<file path="src/rtl/cgra_ctrl_loader_if.sv">
// cgra_ctrl_loader_if: host, config and tile-side signals of the control loader
interface cgra_ctrl_loader_if #(
  parameter int NUM_TILES     = 4,
  parameter int CTRL_MEM_SIZE = 4,
  parameter int CTRL_W        = 49,
  parameter int RUN_W         = 16
);
  localparam int ADDR_W = $clog2(CTRL_MEM_SIZE);
  logic                 cfg_start__en;
  logic [RUN_W-1:0]     cfg_start__msg;
  logic                 cfg_start__rdy;
  logic                 recv_ctrl__en;
  logic [CTRL_W-1:0]    recv_ctrl__msg;
  logic                 recv_ctrl__rdy;
  logic [CTRL_W-1:0]    tile_ctrl__msg;
  logic [ADDR_W-1:0]    tile_waddr__msg;
  logic [NUM_TILES-1:0] tile_wen;
  logic                 cgra_run;
  logic                 done__en;
  logic                 done__rdy;
  logic                 abort;
  logic [2:0]           state_o;
  modport slave (
    input  cfg_start__en, cfg_start__msg, recv_ctrl__en, recv_ctrl__msg, done__rdy, abort,
    output cfg_start__rdy, recv_ctrl__rdy, tile_ctrl__msg, tile_waddr__msg, tile_wen,
           cgra_run, done__en, state_o
  );
  modport master (
    output cfg_start__en, cfg_start__msg, recv_ctrl__en, recv_ctrl__msg, done__rdy, abort,
    input  cfg_start__rdy, recv_ctrl__rdy, tile_ctrl__msg, tile_waddr__msg, tile_wen,
           cgra_run, done__en, state_o
  );
endinterface

</file>
<file path="src/rtl/cgra_ctrl_loader.sv">
// cgra_ctrl_loader: streams config words into tile CtrlMems, then runs the CGRA for a set cycle count
module cgra_ctrl_loader #(
  parameter int NUM_TILES     = 4,
  parameter int CTRL_MEM_SIZE = 4,
  parameter int CTRL_W        = 49,
  parameter int RUN_W         = 16
) (
  input logic              clk,
  input logic              reset,
  cgra_ctrl_loader_if.slave bus
);
  localparam int ADDR_W = $clog2(CTRL_MEM_SIZE);
  localparam int TILE_W = $clog2(NUM_TILES);
  typedef enum logic [2:0] {IDLE = 3'd0, LOAD = 3'd1, FLUSH = 3'd2, RUN = 3'd3, DONE = 3'd4} state_t;
  state_t               state_q, state_d;
  logic [TILE_W-1:0]    tile_q, tile_d;
  logic [ADDR_W-1:0]    addr_q, addr_d;
  logic [RUN_W-1:0]     run_cnt_q, run_cnt_d;
  logic [RUN_W-1:0]     run_len_q, run_len_d;
  logic [NUM_TILES-1:0] wen_q, wen_d;
  logic [CTRL_W-1:0]    wmsg_q, wmsg_d;
  logic [ADDR_W-1:0]    waddr_q, waddr_d;
  logic                 addr_end, tile_end;
  assign addr_end = addr_q == ADDR_W'(CTRL_MEM_SIZE - 1);
  assign tile_end = tile_q == TILE_W'(NUM_TILES - 1);
  assign bus.cfg_start__rdy  = state_q == IDLE;
  assign bus.recv_ctrl__rdy  = state_q == LOAD;
  assign bus.cgra_run        = state_q == RUN;
  assign bus.done__en        = state_q == DONE;
  assign bus.tile_wen        = wen_q;
  assign bus.tile_ctrl__msg  = wmsg_q;
  assign bus.tile_waddr__msg = waddr_q;
  assign bus.state_o         = state_q;
  // state and write-pulse registers; write data/address hold their last value between pulses
  always_ff @(posedge clk or posedge reset) begin
    if (reset) begin
      state_q   <= IDLE;
      tile_q    <= '0;
      addr_q    <= '0;
      run_cnt_q <= '0;
      run_len_q <= '0;
      wen_q     <= '0;
      wmsg_q    <= '0;
      waddr_q   <= '0;
    end else begin
      state_q   <= state_d;
      tile_q    <= tile_d;
      addr_q    <= addr_d;
      run_cnt_q <= run_cnt_d;
      run_len_q <= run_len_d;
      wen_q     <= wen_d;
      wmsg_q    <= wmsg_d;
      waddr_q   <= waddr_d;
    end
  end
  // next-state: abort wins over everything, a word seen with abort is dropped
  always_comb begin
    state_d   = state_q;
    tile_d    = tile_q;
    addr_d    = addr_q;
    run_cnt_d = run_cnt_q;
    run_len_d = run_len_q;
    wen_d     = '0;
    wmsg_d    = wmsg_q;
    waddr_d   = waddr_q;
    if (bus.abort) begin
      state_d   = IDLE;
      tile_d    = '0;
      addr_d    = '0;
      run_cnt_d = '0;
    end else begin
      case (state_q)
        IDLE: if (bus.cfg_start__en) begin
          run_len_d = bus.cfg_start__msg;
          tile_d    = '0;
          addr_d    = '0;
          state_d   = LOAD;
        end
        LOAD: if (bus.recv_ctrl__en) begin
          wen_d[tile_q] = 1'b1;
          waddr_d       = addr_q;
          wmsg_d        = bus.recv_ctrl__msg;
          addr_d        = addr_end ? '0 : addr_q + 1'b1;
          tile_d        = !addr_end ? tile_q : tile_end ? '0 : tile_q + 1'b1;
          state_d       = addr_end && tile_end ? FLUSH : LOAD;
        end
        FLUSH: state_d = run_len_q == '0 ? DONE : RUN;
        RUN: begin
          run_cnt_d = run_cnt_q == run_len_q - RUN_W'(1) ? '0 : run_cnt_q + 1'b1;
          state_d   = run_cnt_q == run_len_q - RUN_W'(1) ? DONE : RUN;
        end
        DONE: state_d = bus.done__rdy ? IDLE : DONE;
        default: state_d = IDLE;
      endcase
    end
  end
endmodule

</file>
<file path="src/flat_wrapper.sv">
// flat-port wrapper written by rule: the top's interface ports become plain ports
module cgra_ctrl_loader_flat 
#(
  parameter int NUM_TILES     = 4,
  parameter int CTRL_MEM_SIZE = 4,
  parameter int CTRL_W        = 49,
  parameter int RUN_W         = 16
)
  (clk, reset, bus_cfg_start__en, bus_cfg_start__msg, bus_recv_ctrl__en, bus_recv_ctrl__msg, bus_done__rdy, bus_abort, bus_cfg_start__rdy, bus_recv_ctrl__rdy, bus_tile_ctrl__msg, bus_tile_waddr__msg, bus_tile_wen, bus_cgra_run, bus_done__en, bus_state_o);
  cgra_ctrl_loader_if #(.NUM_TILES(NUM_TILES), .CTRL_MEM_SIZE(CTRL_MEM_SIZE), .CTRL_W(CTRL_W), .RUN_W(RUN_W)) bus_i ();
  input logic clk;
  input logic reset;
  input wire logic [$bits(bus_i.cfg_start__en)-1:0] bus_cfg_start__en;
  input wire logic [$bits(bus_i.cfg_start__msg)-1:0] bus_cfg_start__msg;
  input wire logic [$bits(bus_i.recv_ctrl__en)-1:0] bus_recv_ctrl__en;
  input wire logic [$bits(bus_i.recv_ctrl__msg)-1:0] bus_recv_ctrl__msg;
  input wire logic [$bits(bus_i.done__rdy)-1:0] bus_done__rdy;
  input wire logic [$bits(bus_i.abort)-1:0] bus_abort;
  output wire logic [$bits(bus_i.cfg_start__rdy)-1:0] bus_cfg_start__rdy;
  output wire logic [$bits(bus_i.recv_ctrl__rdy)-1:0] bus_recv_ctrl__rdy;
  output wire logic [$bits(bus_i.tile_ctrl__msg)-1:0] bus_tile_ctrl__msg;
  output wire logic [$bits(bus_i.tile_waddr__msg)-1:0] bus_tile_waddr__msg;
  output wire logic [$bits(bus_i.tile_wen)-1:0] bus_tile_wen;
  output wire logic [$bits(bus_i.cgra_run)-1:0] bus_cgra_run;
  output wire logic [$bits(bus_i.done__en)-1:0] bus_done__en;
  output wire logic [$bits(bus_i.state_o)-1:0] bus_state_o;
  assign bus_i.cfg_start__en = bus_cfg_start__en;
  assign bus_i.cfg_start__msg = bus_cfg_start__msg;
  assign bus_i.recv_ctrl__en = bus_recv_ctrl__en;
  assign bus_i.recv_ctrl__msg = bus_recv_ctrl__msg;
  assign bus_i.done__rdy = bus_done__rdy;
  assign bus_i.abort = bus_abort;
  assign bus_cfg_start__rdy = bus_i.cfg_start__rdy;
  assign bus_recv_ctrl__rdy = bus_i.recv_ctrl__rdy;
  assign bus_tile_ctrl__msg = bus_i.tile_ctrl__msg;
  assign bus_tile_waddr__msg = bus_i.tile_waddr__msg;
  assign bus_tile_wen = bus_i.tile_wen;
  assign bus_cgra_run = bus_i.cgra_run;
  assign bus_done__en = bus_i.done__en;
  assign bus_state_o = bus_i.state_o;
  cgra_ctrl_loader #(.NUM_TILES(NUM_TILES), .CTRL_MEM_SIZE(CTRL_MEM_SIZE), .CTRL_W(CTRL_W), .RUN_W(RUN_W)) u_core (.clk(clk), .reset(reset), .bus(bus_i));
endmodule
</file>
<file path="config.mk">
export PLATFORM = sky130hd
export DESIGN_NAME = cgra_ctrl_loader_flat
export DESIGN_NICKNAME = d
export VERILOG_FILES = /design/src/rtl/cgra_ctrl_loader_if.sv /design/src/rtl/cgra_ctrl_loader.sv /design/src/flat_wrapper.sv
export SDC_FILE = /design/constraint.sdc
export NUM_CORES = 1
export LEC_CHECK = 0
export BUFFER_PORTS_ARGS = -buffer_cell sky130_fd_sc_hd__buf_2
export CORE_ASPECT_RATIO = 1.75
export CORE_MARGIN = 3
export CORE_UTILIZATION = 45
export DETAILED_ROUTE_END_ITERATION = 10
export HOLD_SLACK_MARGIN = 0.05
export PLACE_DENSITY = 0.77
export REMOVE_ABC_BUFFERS = 1
export SLEW_MARGIN = 20
export SYNTH_ARGS = -nofsm -noshare
export SYNTH_HDL_FRONTEND = slang
export SYNTH_SLANG_ARGS = --single-unit
</file>
<file path="constraint.sdc">
create_clock -name clk -period 4.88 [get_ports clk]
set_input_delay 0.732 -clock clk [delete_from_list [all_inputs] [get_ports clk]]
set_output_delay 0.732 -clock clk [all_outputs]
set_load 0.005 [all_outputs]
</file>
==> results of run 1 <==
-- worst min-delay path: cells and delay by family (launching register included) --
family | cells | cell delay, ns
and+or+nand+nor | 1 | 0.05
DFF | 1 | 0.34
AOI/OAI and AO/OA | 1 | 0.07
-- routing by layer --
layer	share of wire	vias up	track usage
met1	0.38	1948	0.217
met4	0.042	0	0.108
li1	-	1877	-
met5	0	-	0
met3	0.066	36	0.0499
met2	0.52	170	0.329
-- cell type report --
type	instances	area, µm²	share of cell area
clock inverters	6	61.3	0.0102
repair buffers	134	676	0.113
clock buffers	10	239	0.0399
inverters	14	53.8	0.00898
flip-flops and latches	94	2350	0.393
well taps	130	163	0.0272
multi-input cells	313	2440	0.408
-- cell usage after synthesis, drive strengths merged (3+ instances only) --
master,count
dfrtp,94
mux2,67
nand2,29
clkbuf,18
nor2,18
nand3b,15
o22ai,15
inv,14
o21ai,14
nor3b,13
nand3,12
nor3,11
nor4b,11
nor4,10
and3,9
xnor2,9
a21oi,8
buf,7
ha,7
xor2,7
nand2b,6
o31ai,5
or3,5
nand4,4
mux2i,3
or2,3
-- where the power goes --
group	internal [mW]	total, mW	leakage [nW]	switching, mW
clock	0.409	0.704	0.148	0.295
sequential	0.943	1.08	1.17	0.135
combinational	0.310	0.571	1.40	0.261
total	1.66	2.35	2.72	0.691
-- registers in the layout, summed over array words and instances (netlist names) --
register                    flops
u_core.addr_q                   2
u_core.bus.state_o              3
u_core.bus.tile_ctrl__msg      49
u_core.bus.tile_waddr__msg      2
u_core.bus.tile_wen             4
u_core.run_cnt_q               16
u_core.run_len_q               16
u_core.tile_q                   2
-- logic make-up (layout without fill, tap and decap cells) --
kind of cell / count (synthesis) / after routing / synth area share
simple gates: 157 / 157 / 0.197
flops: 94 / 94 / 0.475
mux: 70 / 70 / 0.158
compound gates: 63 / 63 / 0.0908
buf+inv: 39 / 164 / 0.0326
xor+xnor: 16 / 16 / 0.0283
fa+ha+maj: 7 / 7 / 0.0177
-- cell usage in the layout (no fill, tap or decap), types with 12 or more instances in the layout --
master      n
buf_2     132
nand2_1    28
nor2_1     18
nor3b_1    12
inv_1      13
nand3_1    12
nand3b_1   15
mux2_2     67
dfrtp_1    94
o22ai_1    15
-- how the worst max path moves through the flow --
stage | startpoint | to | slack [ns] | cells past startpoint
2_1_floorplan | reset | u_core.addr_q[0] | 1.70 | 1
5_1_grt | u_core.run_len_q[0] | u_core.run_cnt_q[3] | 1.53 | 9
4_1_cts | u_core.run_len_q[0] | u_core.run_cnt_q[4] | 1.80 | 9
6_report | u_core.run_len_q[0] | u_core.run_cnt_q[3] | 1.80 | 9
3_5_place_dp | u_core.run_len_q[0] | u_core.run_cnt_q[3] | 1.83 | 9
3_3_place_gp | u_core.run_len_q[0] | u_core.run_cnt_q[3] | 1.96 | 9
-- per-stage QoR --
stage | setup WS (ns) | total power [mW]
3_3_place_gp | 1.96 | 1.63
5_1_grt | 1.53 | 2.47
6_report | 1.80 | 2.35
3_5_place_dp | 1.83 | 1.66
2_1_floorplan | 1.70 | 1.40
4_1_cts | 1.80 | 2.37
==> qor.yml, run 1 <==
outcome:
  status: "finished clean"
worst_setup_path:
  path_cells: "inv_1 > ha_1 > nor3b_4 > nand4_1 > or4b_4 > a2111oi_4 > nand4_4 > nor2_1 > o211ai_1"
  path_max_fanout: 17
  reg2reg_from: "u_core.run_len_q[0]"
  crit_buf_inv: 1
  start_kind: "flip-flop"
  crit_type: "reg -> reg"
  max_stage_delay_ns: 0.53
  critPathRequiredTime_ns: 5.09
  r2r-end: "u_core.run_cnt_q[3]"
  critical_path_arrival_ns: 3.29
  reg2reg_depth: 9
  crit_path_end_kind: "flip-flop"
  r2r_slack_ns: 1.80
  critPathTopFamily: "simple AND/OR/NAND/NOR gates"
  critPathSlowestCell: "or4b_4"
timing:
  fmax_ghz: 0.324
  slew_headroom: 0.357
  drv_slew: 0
  period_share: 0.632
  final-setup-viol-count: 0
  hold_viol_final: 0
  grt_setup_unrepaired: "no"
  layout_min_cycle_time_ns: 3.08
  final.setup_skew_ns: 0.0145
  final.setup.tns_ns: 0
  whs_ns: 0.497
  tightestPinTransition_ns: 0.964
clock_network:
  clock_path_buffers: 2
  cts_setup_buffers: 0
  clk_latency_ns: 0.35
  h-tree-depth: 3
  cts_buffers: 9
  cts-resized-gates: 0
  cts_hold_buf: 0
  numClockSinks: 94
  cts.clk_slew.worst_paths_ns: 0.07
  cts_tree: "done"
  cts-root-buf: "clkbuf_16"
power:
  power.density_mw_per_mm2: 393
  vdd_ir_drop_max_mv: 0.284
  leakagePower_nw: 2.72
logic_synthesis:
  synth_top_flop_cell: "dfrtp_1"
  postSynthCellCount: 446
  avgSynthCellArea_um2: 11.1
  ys_seq_area_frac: 0.475
  ys_seq_elements: 94
  syn-cell-area_mm2: 0.00495
  synth_area_leader_cell: "dfrtp_1"
  ys_top_cells_by_area: "dfrtp_1 (48%), mux2_2 (15%), nand3b_1 (2.3%)"
  synth_cell_type_count: 56
  ys.warnings.count: 0
  async_reset_ff_frac: 1.00
  synth_edf_count: 0
  yosysTopAreaCellShare: 0.475
place:
  hpwl_um: 8890
  io_buffers: 132
  placedCellCount: 685
  post_dp_cell_area_mm2: 0.00568
  place.gp.congestion: 0.899
finish:
  instances_no_fill: 701
  antenna_cells: 0
  fin_nets: 644
  area_growth_pct: 21.0
  layout-drive-gt1-share: 0.403
  stdcell_area_mm2: 0.00599
  post-route-util: 0.560
  fillers: 905
routing:
  drc: 0
  avgRoutedWirePerCell_um: 17.2
  totalWireLength_um: 12000
  drtIter0Drc: 221
  drtPass1Iterations: 4
  via_per_inst: 5.75
  ant_nets: 0
  num_vias: 4031
floorplanning:
  std_cell_rows: 50
  core_area_mm2: 0.0107
  ios: 133
  dieArea_mm2: 0.0123
  initial_core_util: 0.463
  dieWidth_um: 85.3
  die_height_um: 145
grt:
  antenna_found_initial: 0
  grt_usage: 0.193
  grt_pass1_vias: 4062
  grt_pass1_wl_um: 19000
  grt_overflow_total: 0
  grt_start_max_net_pins: 58
min_path:
  min_from: "u_core.bus.tile_waddr__msg[1]"
  holdPathStages: 2
  hp-class: "reg -> reg"
  worstHoldEndpoint: "u_core.bus.tile_waddr__msg[1]"
run:
  maxCapViolations: 0
Note: power is estimated with default switching activity, not from simulation.
==> run 2: changes to the inputs <==
--- a/config.mk
+++ b/config.mk
@@ -5,6 +5,7 @@
 export SDC_FILE = /design/constraint.sdc
 export NUM_CORES = 1
 export LEC_CHECK = 0
+export ABC_AREA = 1
 export BUFFER_PORTS_ARGS = -buffer_cell sky130_fd_sc_hd__buf_2
 export CORE_ASPECT_RATIO = 1.75
 export CORE_MARGIN = 3
==> constraint.sdc (replaced) <==
create_clock -name clk -period 3.1 [get_ports clk]
set_input_delay 0.465 -clock clk [delete_from_list [all_inputs] [get_ports clk]]
set_output_delay 0.465 -clock clk [all_outputs]
set_load 0.005 [all_outputs]
==> run 2 against run 1 <==
Count of clock-buffer cells in the layout decreased by 1. Combinational power increased by 48%. Non-clock buffer count increased by 4. Sequential share of layout area decreased by 0.13 points. Via count decreased by 0.15%. Routed wire length decreased by 0.27%. Critical endpoint is now u_core.bus.tile_ctrl__msg[35]. Largest cell class is now sequential cells. Largest power group unchanged. Highest routed layer unchanged.
==> qor.yml, run 2 <==
clock_network:
  clk_latency_ns: 0.35
  numClockSinks: 94
  cts-root-buf: "clkbuf_16"
  cts_setup_buffers: 0
  h-tree-depth: 3
  cts_buffers: 9
  cts_tree: "done"
  cts-resized-gates: 0
  cts_hold_buf: 0
  cts.clk_slew.worst_paths_ns: 0.07
  clock_path_buffers: 2
worst_setup_path:
  path_max_fanout: 57
  r2r-end: "u_core.bus.tile_ctrl__msg[35]"
  critPathTopFamily: "buffers and inverters"
  crit_buf_inv: 3
  reg2reg_from: "u_core.bus.state_o[2]"
  crit_type: "reg -> reg"
  r2r_slack_ns: 0.94
  reg2reg_depth: 8
  max_stage_delay_ns: 0.61
  path_common_cell: "nor2_4"
  critPathSlowestCell: "buf_4"
  critical_path_arrival_ns: 2.38
  start_kind: "flip-flop"
  path_cells: "nor2_4 > inv_2 > nor2_4 > inv_2 > nor2_4 > nand2_2 > buf_4 > mux2_2"
  critPathRequiredTime_ns: 3.33
  crit_path_end_kind: "flip-flop"
logic_synthesis:
  async_reset_ff_frac: 1.00
  synth_area_leader_cell: "dfrtp_1"
  ys_seq_area_frac: 0.476
  avgSynthCellArea_um2: 9.47
  ys.warnings.count: 0
  synth_common_cells: "nand2_1 (113), dfrtp_1 (94), inv_1 (61), nor2_1 (47), mux2_2 (33)"
  yosysMostFrequentCell: "nand2_1"
  syn-cell-area_mm2: 0.00494
  synth_cell_type_count: 35
  yosysTopAreaCellShare: 0.476
  ys_top_cells_by_area: "dfrtp_1 (48%), nand2_1 (8.6%), mux2_2 (7.5%)"
  postSynthCellCount: 522
  ys_seq_elements: 94
  synth_edf_count: 0
  synth_top_flop_cell: "dfrtp_1"
timing:
  drv_slew: 0
  slew_headroom: 0.472
  tightestPinTransition_ns: 0.791
  period_share: 0.696
  worst_slack_ns: 0.941
  final-setup-viol-count: 0
  final.setup.tns_ns: 0
  grt_setup_unrepaired: "no"
  whs_ns: 0.220
  final.setup_skew_ns: 0.00881
  fmax_ghz: 0.463
  layout_min_cycle_time_ns: 2.16
  hold_viol_final: 0
routing:
  num_vias: 4025
  drc: 0
  totalWireLength_um: 12000
  avgRoutedWirePerCell_um: 15.2
  drtIter0Drc: 241
  drtPass1Iterations: 4
  via_per_inst: 5.09
  ant_nets: 0
finish:
  layout-drive-gt1-share: 0.349
  stdcell_area_mm2: 0.00601
  antenna_cells: 0
  final_cell_mix: "buf_2 (132), nand2_1 (113), dfrtp_1 (94)"
  fillers: 942
  area_growth_pct: 21.6
  final_common_cell: "buf_2"
  post-route-util: 0.562
  fin_nets: 734
  largest_reg_flops: 49
min_path:
  hp-class: "in -> async"
place:
  post_dp_cell_area_mm2: 0.00572
  place_ws_ns: 0.926
  io_buffers: 132
  place.gp.congestion: 0.901
  hpwl_um: 9060
floorplanning:
  initial_core_util: 0.462
  die_height_um: 145
  ios: 133
  core_area_mm2: 0.0107
  std_cell_rows: 50
  dieWidth_um: 85.2
  dieArea_mm2: 0.0123
grt:
  grt_usage: 0.201
  grt_overflow_total: 0
  grt_start_max_net_pins: 95
  grt_pass1_vias: 4180
  grt_pass1_wl_um: 19600
  antenna_found_initial: 0
run:
  maxCapViolations: 0
power:
  leakagePower_nw: 3.15
  power.density_mw_per_mm2: 594
  vdd_ir_drop_max_mv: 0.452
outcome:
  status: "finished clean"
## run 2: through the flow
stage | total power, mW | std cells
global placement | 2.48 | 775
detailed placement | 2.51 | 775
global route | 3.77 | 791
finish | 3.57 | 791
CTS | 3.60 | 791
floorplan | 2.12 | 507
## run 2: cells by family after synthesis
kind of cell / count (synthesis) / share of synthesized area
adders and majority gates: 7 / 0.0177
DFF: 94 / 0.476
AOI/OAI and AO/OA: 25 / 0.0284
and+or+nand+nor: 239 / 0.223
buffers and inverters: 80 / 0.0712
muxes: 55 / 0.142
xor gates and xnor gates: 22 / 0.0420
## run 2: worst max-delay path by stage
stage / startpoint / endpoint / slack [ns] / cells after the start
global route: u_core.run_len_q[0] / u_core.bus.state_o[0] / 0.74 / 15
detailed placement: bus_abort / u_core.run_len_q[0] / 0.93 / 7
global placement: bus_abort / u_core.run_len_q[0] / 0.96 / 7
finish: u_core.bus.state_o[2] / u_core.bus.tile_ctrl__msg[35] / 0.94 / 8
CTS: u_core.bus.state_o[2] / u_core.bus.tile_ctrl__msg[35] / 0.97 / 8
floorplan: reset / u_core.addr_q[0] / 0.19 / 1
## run 2: tightest hold or removal path, delay by kind of cell
| kind | cells | cell delay [ns] |
|---|---|---|
| buf+inv | 3 | 0.53 |
## run 2: report_power, final
part / internal, mW / switching [mW]
Clock: 0.562 / 0.517
Combinational: 0.468 / 0.377
Sequential: 1.47 / 0.170
Total: 2.50 / 1.06
## run 2: layout make-up
class | count | area, µm² | area share
sequential | 94 | 2350 | 0.392
tap | 130 | 163 | 0.0271
timing repair buffer | 138 | 718 | 0.120
inverter | 65 | 245 | 0.0408
multi-input combinational | 348 | 2240 | 0.372
clock buffer | 9 | 225 | 0.0375
clock inverter | 7 | 67.6 | 0.0112
## run 2: metal layers
layer,up-vias,track usage,part of all wire
met2,149,0.361,0.52
met5,-,0,0
met1,1898,0.215,0.37
li1,1952,-,-
met4,0,0.0884,0.031
met3,26,0.0582,0.074
